## src/rtl/mv_pkg.sv

```systemverilog
// Shared definitions for the matrix-vector engine sequencer.
// Holds the FSM state type, the node result-slice position and array size defaults.
package mv_pkg;

    localparam int N_ROWS_DFLT  = 16;
    localparam int MAX_LEN_DFLT = 256;
    localparam int RES_MSB      = 40;
    localparam int RES_LSB      = 17;

    typedef enum logic [2:0] {
        IDLE,
        CLR,
        STREAM,
        DRAIN,
        OUT
    } state_t;

endpackage

```

## src/rtl/mv_ctl_delay.sv

```systemverilog
// Control shift register that carries {ce,csel} from the buffer read strobe
// to the node input stage, so the controls arrive together with the data.
module mv_ctl_delay #(
    parameter int DEPTH = 2,
    parameter int WIDTH = 2
) (
    input  logic             clk,
    input  logic             rstn,
    input  logic             flush,
    input  logic [WIDTH-1:0] din,
    output logic [WIDTH-1:0] dout
);

    logic [WIDTH-1:0] sr [DEPTH];

    // NOTE: this pipeline is reset and flushable, unlike a data RAM, because a stale ce bit would fire the nodes.
    always_ff @(posedge clk or negedge rstn) begin
        if (!rstn) begin
            for (int i = 0; i < DEPTH; i++) sr[i] <= '0;
        end else if (flush) begin
            for (int i = 0; i < DEPTH; i++) sr[i] <= '0;
        end else begin
            sr[0] <= din;
            for (int i = 1; i < DEPTH; i++) sr[i] <= sr[i-1];
        end
    end

    assign dout = sr[DEPTH-1];

endmodule

```

## src/rtl/mv_seq_ctrl.sv

```systemverilog
// Sequencer for the matrix-vector node array: clears the nodes, streams len
// buffer columns, drains the MAC pipeline and walks the result mux row by row.
module mv_seq_ctrl
    import mv_pkg::*;
#(
    parameter int N_ROWS  = N_ROWS_DFLT,
    parameter int MAX_LEN = MAX_LEN_DFLT,
    parameter int LEN_W   = 9,
    parameter int RD_LAT  = 1,
    parameter int MAC_LAT = 3
) (
    input  logic                      clk,
    input  logic                      rstn,
    input  logic                      start,
    input  logic                      abort,
    input  logic [LEN_W-1:0]          cfg_len,
    input  logic                      cfg_sub,
    output logic                      busy,
    output logic                      done,
    output logic                      buf_rd_en,
    output logic [LEN_W-2:0]          buf_addr,
    output logic                      node_ce,
    output logic                      node_sclr,
    output logic                      node_csel,
    output logic                      node_sub,
    output logic [$clog2(N_ROWS)-1:0] res_sel,
    output logic                      res_valid
);

    localparam int SEL_W = $clog2(N_ROWS);
    localparam int DRAIN_CYC = RD_LAT + 1 + MAC_LAT;
    localparam logic [LEN_W-1:0] MAX_LEN_V = LEN_W'(MAX_LEN);
    localparam logic [LEN_W-1:0] DRAIN_LAST = LEN_W'(DRAIN_CYC - 1);
    localparam logic [LEN_W-1:0] ROW_LAST = LEN_W'(N_ROWS - 1);

    state_t           state, state_d;
    logic [LEN_W-1:0] cnt, cnt_d;
    logic [LEN_W-1:0] len_q;
    logic             sub_q;
    logic             abort_clr;
    logic             done_q;
    logic             accept;
    logic             rd_ce, rd_csel;
    logic             d_ce, d_csel;

    // The done cycle already shows IDLE, but a start there must still be ignored.
    assign accept = (state == IDLE) && start && !done_q && !abort;

    // NOTE: sequential state uses non-blocking assignments so every register sees pre-edge values.
    always_ff @(posedge clk or negedge rstn) begin
        if (!rstn) begin
            state     <= IDLE;
            cnt       <= '0;
            len_q     <= '0;
            sub_q     <= 1'b0;
            abort_clr <= 1'b0;
            done_q    <= 1'b0;
        end else begin
            state     <= state_d;
            cnt       <= cnt_d;
            abort_clr <= abort;
            done_q    <= (state == OUT) && (cnt == ROW_LAST) && !abort;
            if (accept) begin
                len_q <= (cfg_len > MAX_LEN_V) ? MAX_LEN_V : cfg_len;
                sub_q <= cfg_sub;
            end
        end
    end

    // NOTE: every signal gets a default before the case so no path can infer a latch.
    always_comb begin
        state_d   = state;
        cnt_d     = cnt;
        busy      = (state != IDLE);
        buf_rd_en = 1'b0;
        buf_addr  = '0;
        rd_ce     = 1'b0;
        rd_csel   = 1'b0;
        res_valid = 1'b0;
        res_sel   = '0;

        case (state)
            IDLE: begin
                cnt_d = '0;
                if (accept) state_d = CLR;
            end
            CLR: begin
                cnt_d   = '0;
                state_d = (len_q == '0) ? OUT : STREAM;
            end
            STREAM: begin
                buf_rd_en = 1'b1;
                buf_addr  = cnt[LEN_W-2:0];
                rd_ce     = 1'b1;
                rd_csel   = (cnt != '0);
                if (cnt == len_q - LEN_W'(1)) begin
                    state_d = DRAIN;
                    cnt_d   = '0;
                end else begin
                    cnt_d = cnt + LEN_W'(1);
                end
            end
            DRAIN: begin
                if (cnt == DRAIN_LAST) begin
                    state_d = OUT;
                    cnt_d   = '0;
                end else begin
                    cnt_d = cnt + LEN_W'(1);
                end
            end
            OUT: begin
                res_valid = 1'b1;
                res_sel   = cnt[SEL_W-1:0];
                if (cnt == ROW_LAST) begin
                    state_d = IDLE;
                    cnt_d   = '0;
                end else begin
                    cnt_d = cnt + LEN_W'(1);
                end
            end
            default: begin
                state_d = IDLE;
                cnt_d   = '0;
            end
        endcase

        if (abort) begin
            state_d = IDLE;
            cnt_d   = '0;
        end

        // Past the last aligned beat, DRAIN keeps csel high so the pipeline folds in rather than restarts.
        node_sclr = (state == CLR) || abort_clr;
        node_ce   = node_sclr || d_ce || (state == DRAIN);
        node_csel = d_ce ? d_csel : (state == DRAIN);
        node_sub  = busy && sub_q;
        done      = done_q;
    end

    mv_ctl_delay #(
        .DEPTH (RD_LAT + 1),
        .WIDTH (2)
    ) u_ctl_delay (
        .clk   (clk),
        .rstn  (rstn),
        .flush (abort),
        .din   ({rd_ce, rd_csel}),
        .dout  ({d_ce, d_csel})
    );

endmodule

```

## config.mk

```make
export PLATFORM = sky130hd
export DESIGN_NAME = mv_seq_ctrl
export DESIGN_NICKNAME = d
export VERILOG_FILES = /design/src/rtl/mv_pkg.sv /design/src/rtl/mv_ctl_delay.sv /design/src/rtl/mv_seq_ctrl.sv
export SDC_FILE = /design/constraint.sdc
export NUM_CORES = 1
export LEC_CHECK = 0
export CAP_MARGIN = 10
export CORE_MARGIN = 8
export CORE_UTILIZATION = 35
export DETAILED_ROUTE_END_ITERATION = 16
export SYNTH_ARGS = -nofsm -noshare
export SYNTH_HDL_FRONTEND = slang
export SYNTH_HIERARCHICAL = 1
export SYNTH_SLANG_ARGS = --single-unit
```

## constraint.sdc

```tcl
create_clock -name clk -period 6.2 [get_ports clk]
set_input_delay 1.24 -clock clk [delete_from_list [all_inputs] [get_ports clk]]
set_output_delay 1.24 -clock clk [all_outputs]
set_load 0.02 [all_outputs]
```

=== Word-level counts from Yosys, hierarchy flattened ===
Index checks and enable logic that the tools add are counted.

* Register bits after elaboration: 28
* Bits in latches: 0
* Bits in writable memories: 0
* ROM bits: 0
* Input bits: 14
* Output and inout bits: 20
* Logic and storage cells: 58
* Memories kept: 0

* Add/subtract/negate cells: 2
* Multiply operators: 0
* Div/mod/pow operators: 0
* $lt $le $gt $ge: 1
* Equal/unequal tests: 11
* Shift operators: 0
* Multiplexer cells: 20
* Bitwise logic cells: 0
* Reduce and logical (&&, ||, !) cells: 16

{| class="wikitable"
|+ Operators with widths
! operator !! number
|-
| $mux 9 || 5
|-
| $pmux 9 s3 || 1
|-
| $mux 3 || 6
|-
| $pmux 3 s5 || 1
|-
| $add 9x1->9 const B || 1
|-
| $eq 9x3->1 const B || 1
|-
| $eq 9x4->1 const B || 1
|-
| $eq 9x9->1 || 1
|-
| $gt 9x9->1 const B || 1
|-
| $logic_not 9->1 || 1
|-
| $ne 3x3->1 const B || 3
|-
| $reduce_bool 9->1 || 1
|-
| $sub 9x1->9 const B || 1
|-
| $mux 4 || 2
|-
| $mux 8 || 1
|-
| $eq 3x2->1 const B || 2
|-
| $logic_and 1x1->1 || 6
|-
| $mux 1 || 4
|-
| $reduce_and 4->1 || 1
|-
| $eq 3x1->1 const B || 1
|-
| $eq 3x3->1 const B || 1
|-
| $logic_not 3->1 || 1
|-
| $logic_or 1x1->1 || 3
|-
| $ne 3x2->1 const B || 1
|-
| 2 further kinds || 3
|}

=== Depth between registers and ports, before layout ===
Gate-level depths: netlist of the first run.

* Depth after elaboration: 7
* Gate-level depth with buffers: 10

=== Modules after synthesis ===
Netlist of the first run, hierarchy kept.

{| class="wikitable"
|+ Modules (own cells, without submodules)
! module !! times used !! cells each !! area an instance (um2) !! sequential area each (um2)
|-
| mv_seq_ctrl || 1 || 191 || 1,716.6 || 600.6
|-
| mv_ctl_delay || 1 || 10 || 140.1 || 100.1
|}

=== Least setup slack after synthesis of the first run ===
No wires, ideal clock.

* Path kind: register to output
* From: register state[1]
* To: output buf_addr[2]
* Data arrival time: 1,323 ps
* Data required time: 4,960 ps
* Setup slack: 3,637 ps
* Stages on the path, launching flop included: 4
* Path buffers: 0
* Path through: dfrtp_1 > inv_2 > nor3_4 > and2_1

* Word-level cells in the longest chain between the ends: 2

{| class="wikitable"
|+ RTL lines
! item !! line !! text
|-
| from (decl) || mv_seq_ctrl.sv:36 || <nowiki>state_t state, state_d;</nowiki>
|-
| from (signal assigned) || mv_seq_ctrl.sv:59 || <nowiki>state <= state_d;</nowiki>
|-
| $eq 3x2->1 || mv_seq_ctrl.sv:82 || <nowiki>case (state)</nowiki>
|-
| $mux 8 || mv_seq_ctrl.sv:82 ||
|-
| to (decl) || mv_seq_ctrl.sv:21 || <nowiki>output logic [LEN_W-2:0] buf_addr,</nowiki>
|}

Every way passes these cells.

=== Worst setup path after layout of the first run ===
* From: register state[1]
* To: output buf_addr[7]

The elaborated chain is that of the path after synthesis.

==> results of run 1 <==
logic make-up after synthesis:
logic type      count (synthesis)  synth area share [%]
simple gates                   88                  29.6
compound gates                 40                  14.6
flops                          28                  37.7
buf+inv                        21                  5.86
xor+xnor                       19                  8.96
fa+ha+maj                       3                  2.02
mux                             2                  1.21
per-layer routing:
metal  up-vias  share of wire [%]  track usage, %
met2        29                 46            19.1
met1       721                 48            15.2
li1        744                  -               -
met4         0               0.63            3.23
met3         2                4.8            1.58
met5         -                  0               0
worst max-delay path by stage:
stage / startpoint / endpoint / cells past startpoint
final: state[1] / buf_addr[7] / 4
after global placement: abort / len_q[8] / 4
after detailed placement: abort / len_q[8] / 4
after floorplan: state[1] / buf_addr[2] / 3
after global routing: state[1] / buf_addr[4] / 4
after CTS: state[1] / buf_addr[6] / 4
per-stage QoR:
step	utilization, %	power [mW]
after detailed placement	43.0	0.595
after CTS	43.8	0.692
final	43.8	0.685
after global placement	43.0	0.589
after global routing	43.8	0.748
after floorplan	-	0.509
worst max-delay path: cells and delay by family (launching register included):
kind                   cells  cell delay (ns)
DFF                        1             0.53
buffers and inverters      2             0.72
and+or+nand+nor            2             0.66
report_power, final:
group | switching (mW) | total, mW | internal (mW)
clock network | 0.0543 | 0.0979 | 0.0436
registers | 0.0562 | 0.272 | 0.216
logic | 0.166 | 0.315 | 0.149
total | 0.277 | 0.685 | 0.409
cell usage after synthesis (all sizes together), types with 3 or more instances:
cell | n | share of area, %
a21oi | 16 | 4.9
and2 | 12 | 4.0
buf | 12 | 4.0
clkbuf | 3 | 0.67
dfrtp | 28 | 38
ha | 3 | 2.0
inv | 6 | 1.2
nand2 | 16 | 3.2
nand2b | 10 | 3.4
nand3 | 4 | 1.1
nand4 | 3 | 1.0
nor2b | 6 | 2.0
nor3 | 7 | 2.5
nor3b | 3 | 2.4
nor4 | 6 | 2.4
o21ai | 10 | 2.7
o21bai | 3 | 1.2
or3 | 10 | 3.4
xnor2 | 11 | 5.2
xor2 | 8 | 3.8
sequential cells by signal (all words and copies together), names as in the netlist:
signal            flops
state                 3
cnt                   9
len_q                 9
u_ctl_delay/sr        2
u_ctl_delay/dout      2
done                  1
abort_clr             1
sub_q                 1
cell type report:
| class | count | share of cell area (%) |
|---|---|---|
| Multi-Input combinational cell | 152 | 46.8 |
| Clock buffer | 3 | 1.85 |
| Sequential cell | 28 | 31.3 |
| Inverter | 6 | 1.01 |
| Timing Repair Buffer | 34 | 15.1 |
| Tap cell | 70 | 3.91 |
==> results.md, run 1 <==
* Status: complete, no violations
* Max_cap viols at 0
* Routability Congestion at roughly 0.84
* Hold slack at 0.469 ns
* Register area at between 700 and 800 sq um
* Synth async-reset ratio at 100%
* Die W at between 80 and 90 um
* Nets@finish at around 240
* Synth unique cells at 48
* Clock-pin slew on the worst setup and hold paths at 0.10 ns
* Flop-to-flop setup slack at slightly below 4 ns
* Core Box Area at 5110 sq um
* Worst-Skew Late Latency at 0.27 ns
* Lkg Pwr at 0.900 nW
* Final hold vios at 0
* Antenna diode count at 0
* Crit-path slowest cell: clkdlybuf4s50_1
* Synthesized Nets at roughly 220
* Total Routing Usage GR at 11.6%
* HPWL after detailed placement at ~3200 um
* Layout fillers at 516
* Top FF cell, synth: dfrtp_1
* CP cell instances: inv_2 > nor3_4 > and2_1 > clkdlybuf4s50_1
* Vias post-DR at around 1,500
* HP Start: u_ctl_delay/sr[2]
* Largest net degree at the start of global routing at 29
* Clk_skew at 0.00803 ns
* Clk sinks at 28
* Mapped Avg Cell Area at 9.24 sq um
* Design Area, Final at 2240 sq um
* Post-CTS setup buffer count at 0
* Post-layout minimum cycle time at 3.43 ns
* Critical R2R Capture: cnt[7]
* Pins Over Slew Limit at 0
* Max Root-Sink Buffers at 2
* PortBufs at 33
* Vias per inst at 5.11
* Pre-CTS WS at around 2.9 ns
* Root Buffer: clkbuf_8
* Area grow syn2layout at 20.5%
* Register bit total from synthesis at 28
* Die ar. at 7890 sq um
* Antenna Nets Post-Route at 0
* Initial core utilization at 36.4%
* Finished Layout Cells at 293
* Post-synth EDFFs at 0
* GRT overflow at 0
* Worst Tran Pin Value at a little over 0.6 ns
* Worst setup margin at 2.77 ns
* Max stage delay on crit path at 0.60 ns
* Global-route wire length before repair at around 7300 um
* Initial antenna violation count at 0
* Setup Viol. Count Final at 0
* CTS tree: done
* CTS Buf Count at 3
* I/O Pins at 34
* Area of the multi-input gates at 1050 sq um
* Peak VDD IR at 0.000137 V
* PwrDens at 306 nW/um^2
* Data arrival, critical path at 2.19 ns
* Rows at 26
* Most frequent cells in the layout: 33 x clkdlybuf4s50_1, 28 x dfrtp_1, 16 x nand2_1, 15 x a21oi_1, 12 x and2_1
* Cell Area, Synth at 1860 sq um
* DR WL/cell at between 10 and 15 um
* Hold Crit Endpoint: u_ctl_delay/dout[0]
* Synth Instances at 201
* WL final at 4260 um
* Placed insts at 290
* 1st-pass router iterations at 4
* Drt initial violations at approximately 90
* Hold Path Cell Cnt at 1
* Critical Path RT at 4.96 ns
* Synth warnings at 6
* Commonest non-fill, non-tap cell in the layout: clkdlybuf4s50_1
* Setup CP Type: reg2out
* Layout cells sized above 1 at approximately 7.6%
* Setup crit end kind: output pin
* Post-CTS sizing at 0
* Worst r2r src: len_q[0]
* Critical Path Start Type: register
* Setup TNS Final at 0 ns
* H-tree depth at 1
* Worst R2R Path Depth at 6
* Hold buffer count at cts at 0
* Area post-placement at 2200 sq um
* Seq/Total Area, Yosys at 37.7%
* DRC Markers at 0
* Hold crit path type: reg2reg
* Highest clock rate at 0.292 GHz
* Fin crit share at 55.3%
* Rel. slew slack at just under 60%
* Die Y at 88.8 um
* RSZ-0062 raised after global routing: false
* CP Max Fanout at 11
* Number of global-route vias before repair at 1,464
Power figures use the tool's default switching activity.
==> inputs of run 2 (changes only) <==
Clock period 6.2 ns to 3.55 ns, I/O delays scaled along.
==> results.md, run 2 (synthesis gave the netlist of run 1 again) <==
* Status: complete, no violations (unchanged)
* 1st-pass router iterations at 4 (unchanged)
* Worst setup margin at 0.661 ns (was 2.77 ns)
* CP cell instances: inv_2 > nor3_4 > and2_1 > clkdlybuf4s50_1 (unchanged)
* Initial antenna violation count at 0 (unchanged)
* Layout cells sized above 1 at 8.44% (was 7.62%)
* Fin crit share at 81.4%
* Rows at 26 (unchanged)
* Biggest registers after layout: cnt (9), len_q (9), state (3) (unchanged)
* Top Usage Layer GRT: met2 (unchanged)
* GR Util met2 at 18.9% (was 19.1%)
* Comb power frac at 44.8% (was 46.0%)
* Met1 global-route usage at 15.4% (was 15.2%)
* Die W at 88.8 um (unchanged)
* Hold buffer count at cts at 0 (unchanged)
* Setup Viol. Count Final at 0 (unchanged)
* Max stage delay on crit path at 0.60 ns (about the same)
* CP Max Fanout at 11 (unchanged)
* Largest net degree at the start of global routing at 29 (unchanged)
* Data arrival, critical path at 2.18 ns (was 2.19 ns)
* Final hold vios at 0 (unchanged)
* Vias post-DR at 1,485 (was 1,496)
* Post-layout minimum cycle time at between 2 and 3 ns
* Post-CTS setup buffer count at 0 (unchanged)
* Routability Congestion at 0.821 (was 0.837)
* Hold crit path type: reg2reg (unchanged)
* Antenna diode count at 0 (unchanged)
* Total Routing Usage GR at 11.7% (was 11.6%)
* Area post-placement at 2200 sq um (about the same)
* Critical Path RT at 2.84 ns (was 4.96 ns)
* Final core utilization at 44.2% (was 43.8%)
* Net Sw Frac at 40.0% (was 40.4%)
* Setup CP Type: reg2out (unchanged)
* Peak VDD IR at 0.000243 V (was 0.000137 V)
* Worst Tran Pin Value at 0.582 ns (was 0.606 ns)
* Critical Path Start Type: register (unchanged)
* Cell family with most CP delay: buffers and inverters (unchanged)
* Max_cap viols at 0 (unchanged)
* Layout fillers at 513 (was 516)
* Most frequent cells in the layout: 33 x clkdlybuf4s50_1, 28 x dfrtp_1, 16 x nand2_1, 15 x a21oi_1, 12 x and2_1 (unchanged)
* PortBufs at 33 (unchanged)
* Post-CTS sizing at 0 (unchanged)
* Root Buffer: clkbuf_8 (unchanged)
* Rel. slew slack at 60.8% (was 59.2%)
* H-tree depth at 1 (unchanged)
* Clk_skew at 0.00406 ns (was 0.00803 ns)
* Area grow syn2layout at 21.6% (was 20.5%)
* Crit-path slowest cell: clkdlybuf4s50_1 (unchanged)
* Pre-CTS WS at 0.947 ns (was 2.87 ns)
* Die Y at 88.8 um (unchanged)
* Initial core utilization at 36.4% (unchanged)
* Lkg Pwr at 0.912 nW (was 0.900 nW)
* Worst-Skew Late Latency at 0.27 ns (about the same)
* Pins Over Slew Limit at 0 (unchanged)
* CTS Buf Count at 3 (unchanged)
* Drt initial violations at 75 (was 88)
* Sequential Power Share at 38.8% (was 39.8%)
* DRC Markers at 0 (unchanged)
* Nets@finish at 243 (was 242)
* I/O Pins at 34 (unchanged)
* Number of global-route vias before repair at 1,444 (was 1,464)
* PwrDens at 545 nW/um^2 (was 306 nW/um^2)
* Clk sinks at 28 (unchanged)
* Die ar. at 7890 sq um (unchanged)
* WL final at 4440 um (was 4260 um)
* Commonest non-fill, non-tap cell in the layout: clkdlybuf4s50_1 (unchanged)
* Antenna Nets Post-Route at 0 (unchanged)
* Core Box Area at 5110 sq um (unchanged)
* Vias per inst at 5.03 (was 5.11)
* Sw power at 0.492 mW (was 0.277 mW)
* Setup crit end kind: output pin (unchanged)
* P_int at 0.737 mW (was 0.409 mW)
* Clock-pin slew on the worst setup and hold paths at 0.10 ns (about the same)
* Worst Path Buf+Inv at 2 (unchanged)
* Design Area, Final at 2260 sq um (was 2240 sq um)
* Global-route wire length before repair at 7210 um (was 7260 um)
* Highest clock rate at 0.346 GHz
* Setup TNS Final at 0 ns (unchanged)
* DR WL/cell at 15.1 um (was 14.5 um)
* HPWL after detailed placement at 3330 um (was 3200 um)
* CTS tree: done (unchanged)
* Max Root-Sink Buffers at 2 (unchanged)
* Clock power share at 16.4% (was 14.3%)
* RSZ-0062 raised after global routing: false (unchanged)
* GRT overflow at 0 (unchanged)
* Met3 Resource Use GR at 1.49% (was 1.58%)
[run 2: cell count changes in the layout (fill, tap and decap cells not counted), sizes merged]
cell	previous run	this run
clkbuf	3	4
buf	1	2
[run 2: path summary, 6_finish.rpt]
check | startpoint | endpoint | slack [ns] | cells past startpoint
worst min-delay path | u_ctl_delay/sr[2] | u_ctl_delay/dout[0] | 0.47 | 1
max in group asynchronous | rstn | len_q[2] | 2.48 | 2
worst max register to register | len_q[0] | cnt[4] | 1.19 | 6
worst min register to register | u_ctl_delay/sr[2] | u_ctl_delay/dout[0] | 0.47 | 1
worst max-delay path | state[1] | buf_addr[7] | 0.66 | 4
min in group asynchronous | rstn | u_ctl_delay/sr[3] | 0.81 | 2
[run 2: final cells by class]
class | count | area (sq um) | area share, %
multi-input cells | 152 | 1050 | 46.4
well taps | 70 | 87.6 | 3.88
clock buffers | 4 | 55.1 | 2.44
inverters | 6 | 22.5 | 0.997
repair buffers | 35 | 345 | 15.3
flip-flops and latches | 28 | 701 | 31.0
[run 2: metal layers]
metal,up-vias,routed length [um]
met3,4,140
met5,-,0
met4,0,46
met2,19,2120
met1,714,2140
li1,748,-
[run 2: stage by stage]
| step | hold slack (ns) | total power [mW] | cells |
|---|---|---|---|
| floorplan | 0.414 | 0.888 | 201 |
| global placement | 0.461 | 1.03 | 291 |
| detailed placement | 0.450 | 1.04 | 291 |
| CTS | 0.474 | 1.24 | 295 |
| global route | 0.486 | 1.33 | 295 |
| finish | 0.470 | 1.23 | 295 |
[run 2: power by group through the flow]
stage	clock network [mW]	logic (mW)	registers [mW]
after floorplan	0	0.457	0.431
after global placement	0	0.552	0.480
after detailed placement	0	0.556	0.485
after CTS	0.207	0.558	0.478
after global routing	0.220	0.620	0.489
final	0.202	0.552	0.477
==> inputs of run 3 (changes only) <==
Clock period 3.55 ns to 2.6 ns, I/O delays scaled along.
==> results.md, run 3 (synthesis gave the netlist of run 1 again) <==
* CP cell instances: nor3_4 > and2_1 > clkdlybuf4s50_1 (was inv_2 > nor3_4 > and2_1 > clkdlybuf4s50_1)
* Max_cap viols at 0 (unchanged)
* Most frequent cells in the layout: 33 x clkdlybuf4s50_1, 25 x dfrtp_1, 16 x nand2_1, 15 x a21oi_1, 12 x and2_1 (was 33 x clkdlybuf4s50_1, 28 x dfrtp_1, 16 x nand2_1, 15 x a21oi_1, 12 x and2_1)
* Vias per inst at 5.05 (was 5.03)
* Layout fillers at 526 (was 513)
* Lkg Pwr at 0.937 nW (was 0.912 nW)
* Fin crit share at between 90% and 100%
* Clk sinks at 28 (unchanged)
* Root Buffer: clkbuf_8 (unchanged)
* CTS tree: done (unchanged)
* Clk_skew at 0.00730 ns (was 0.00406 ns)
* GRT overflow at 0 (unchanged)
* Layout cells sized above 1 at 12.1% (was 8.44%)
* Worst Path Buf+Inv at 1 (was 2)
* Data arrival, critical path at 1.91 ns (was 2.18 ns)
* Hold crit path type: reg2reg (unchanged)
* Setup TNS Final at 0 ns (unchanged)
* Worst Tran Pin Value at 0.438 ns (was 0.582 ns)
* PortBufs at 33 (unchanged)
* Clock-pin slew on the worst setup and hold paths at 0.09 ns (was 0.10 ns)
* Placed insts at 296 (was 291)
* Max stage delay on crit path at 0.61 ns (was 0.60 ns)
* Routability Congestion at 0.846 (was 0.821)
* Final hold vios at 0 (unchanged)
* Initial core utilization at 36.4% (unchanged)
* Rel. slew slack at 70.8% (was 60.8%)
* Nets@finish at 249 (was 243)
* Highest clock rate at 0.411 GHz
* Core Box Area at 5110 sq um (unchanged)
* PwrDens at 743 nW/um^2 (was 545 nW/um^2)
* Rows at 26 (unchanged)
* Levels on crit path at 3 (was 4)
* Peak VDD IR at 0.000235 V (was 0.000243 V)
* Die ar. at 7890 sq um (unchanged)
* Global-route wire length before repair at 7380 um (was 7210 um)
* Largest net degree at the start of global routing at 29 (unchanged)
* Drt initial violations at 94 (was 75)
* HPWL after detailed placement at 3310 um (was 3330 um)
* Die Y at 88.8 um (unchanged)
* Vias post-DR at 1,520 (was 1,485)
* Biggest registers after layout: cnt (9), len_q (9), state (3) (unchanged)
* Critical Path Start Type: register (unchanged)
* Number of global-route vias before repair at 1,414 (was 1,444)
* Commonest non-fill, non-tap cell in the layout: clkdlybuf4s50_1 (unchanged)
* I/O Pins at 34 (unchanged)
* RSZ-0062 raised after global routing: false (unchanged)
* CP Max Fanout at 10 (was 11)
* Die W at 88.8 um (unchanged)
* CTS Buf Count at 3 (unchanged)
* Setup Viol. Count Final at 0 (unchanged)
* DRC Markers at 0 (unchanged)
* Area grow syn2layout at 24.3% (was 21.6%)
* H-tree depth at 1 (unchanged)
* Status: complete, no violations (unchanged)
* Setup CP Type: reg2out (unchanged)
* Worst R2R Path Depth at 6 (unchanged)
* Cell family with most CP delay: buffers and inverters (unchanged)
* Post-layout minimum cycle time at 2.43 ns
* Crit-path slowest cell: clkdlybuf4s50_1 (unchanged)
* Worst-Skew Late Latency at 0.28 ns (was 0.27 ns)
* Hold Path Cell Cnt at 1 (unchanged)
* DR WL/cell at 14.7 um (was 15.1 um)
* Finished Layout Cells at 301 (was 295)
* Initial antenna violation count at 0 (unchanged)
* Antenna diode count at 0 (unchanged)
* WL final at 4420 um (was 4440 um)
* 1st-pass router iterations at 4 (unchanged)
* Antenna Nets Post-Route at 0 (unchanged)
* Critical Path RT at 2.08 ns (was 2.84 ns)
* Pins Over Slew Limit at 0 (unchanged)
* Setup crit end kind: output pin (unchanged)
* Total Routing Usage GR at 12.0% (was 11.7%)
* Max Root-Sink Buffers at 2 (unchanged)
run 3: cell count changes in the layout (fill, tap and decap cells not counted), sizes merged:
cell,change
buf,+6
run 3: layer usage:
metal / vias to the layer above / global-route usage, % / wire (um)
met5: - / 0 / 0
met4: 0 / 4.61 / 47
met3: 4 / 1.76 / 166
met2: 28 / 18.4 / 2100
met1: 729 / 16.3 / 2110
li1: 759 / - / -
run 3: timing repair:
action	4_1_cts	5_1_grt
hold buffers	0	0
resized for setup	1	2
pin swaps	0	1
setup buffers	0	1
setup endpoints to repair	6	9
run 3: through the flow:
step | hold slack, ns | instance area (sq um) | setup WS [ns] | total power, mW | utilization [%]
floorplan | 0.224 | 1860 | 0.559 | 1.21 | -
global placement | 0.442 | 2240 | 0.343 | 1.44 | 43.9
detailed placement | 0.448 | 2240 | 0.299 | 1.46 | 43.9
CTS | 0.470 | 2300 | 0.0451 | 1.73 | 45.0
global route | 0.507 | 2310 | 0.0313 | 1.86 | 45.2
finish | 0.465 | 2310 | 0.169 | 1.71 | 45.2
run 3: layout make-up:
cell class / count / area (sq um) / area share (%)
repair buffers: 41 / 390 / 16.9
flip-flops and latches: 28 / 704 / 30.5
clock buffers: 4 / 55.1 / 2.39
well taps: 70 / 87.6 / 3.80
inverters: 6 / 22.5 / 0.976
multi-input cells: 152 / 1050 / 45.4
run 3: report_power, final:
part | internal [mW] | switching [mW] | leakage [nW] | total [mW]
clock | 0.136 | 0.138 | 0.0288 | 0.274
sequential | 0.518 | 0.121 | 0.371 | 0.639
combinational | 0.380 | 0.421 | 0.537 | 0.801
run 3: final timing paths:
check                                  start             endpoint  slack [ns]
min                        u_ctl_delay/sr[3]  u_ctl_delay/dout[1]        0.46
max in group asynchronous               rstn             state[1]        1.69
max                                 state[0]          buf_addr[4]        0.17
min in group asynchronous               rstn               cnt[4]        0.61
max reg2reg                         len_q[0]               cnt[1]        0.34
min reg2reg                u_ctl_delay/sr[3]  u_ctl_delay/dout[1]        0.46
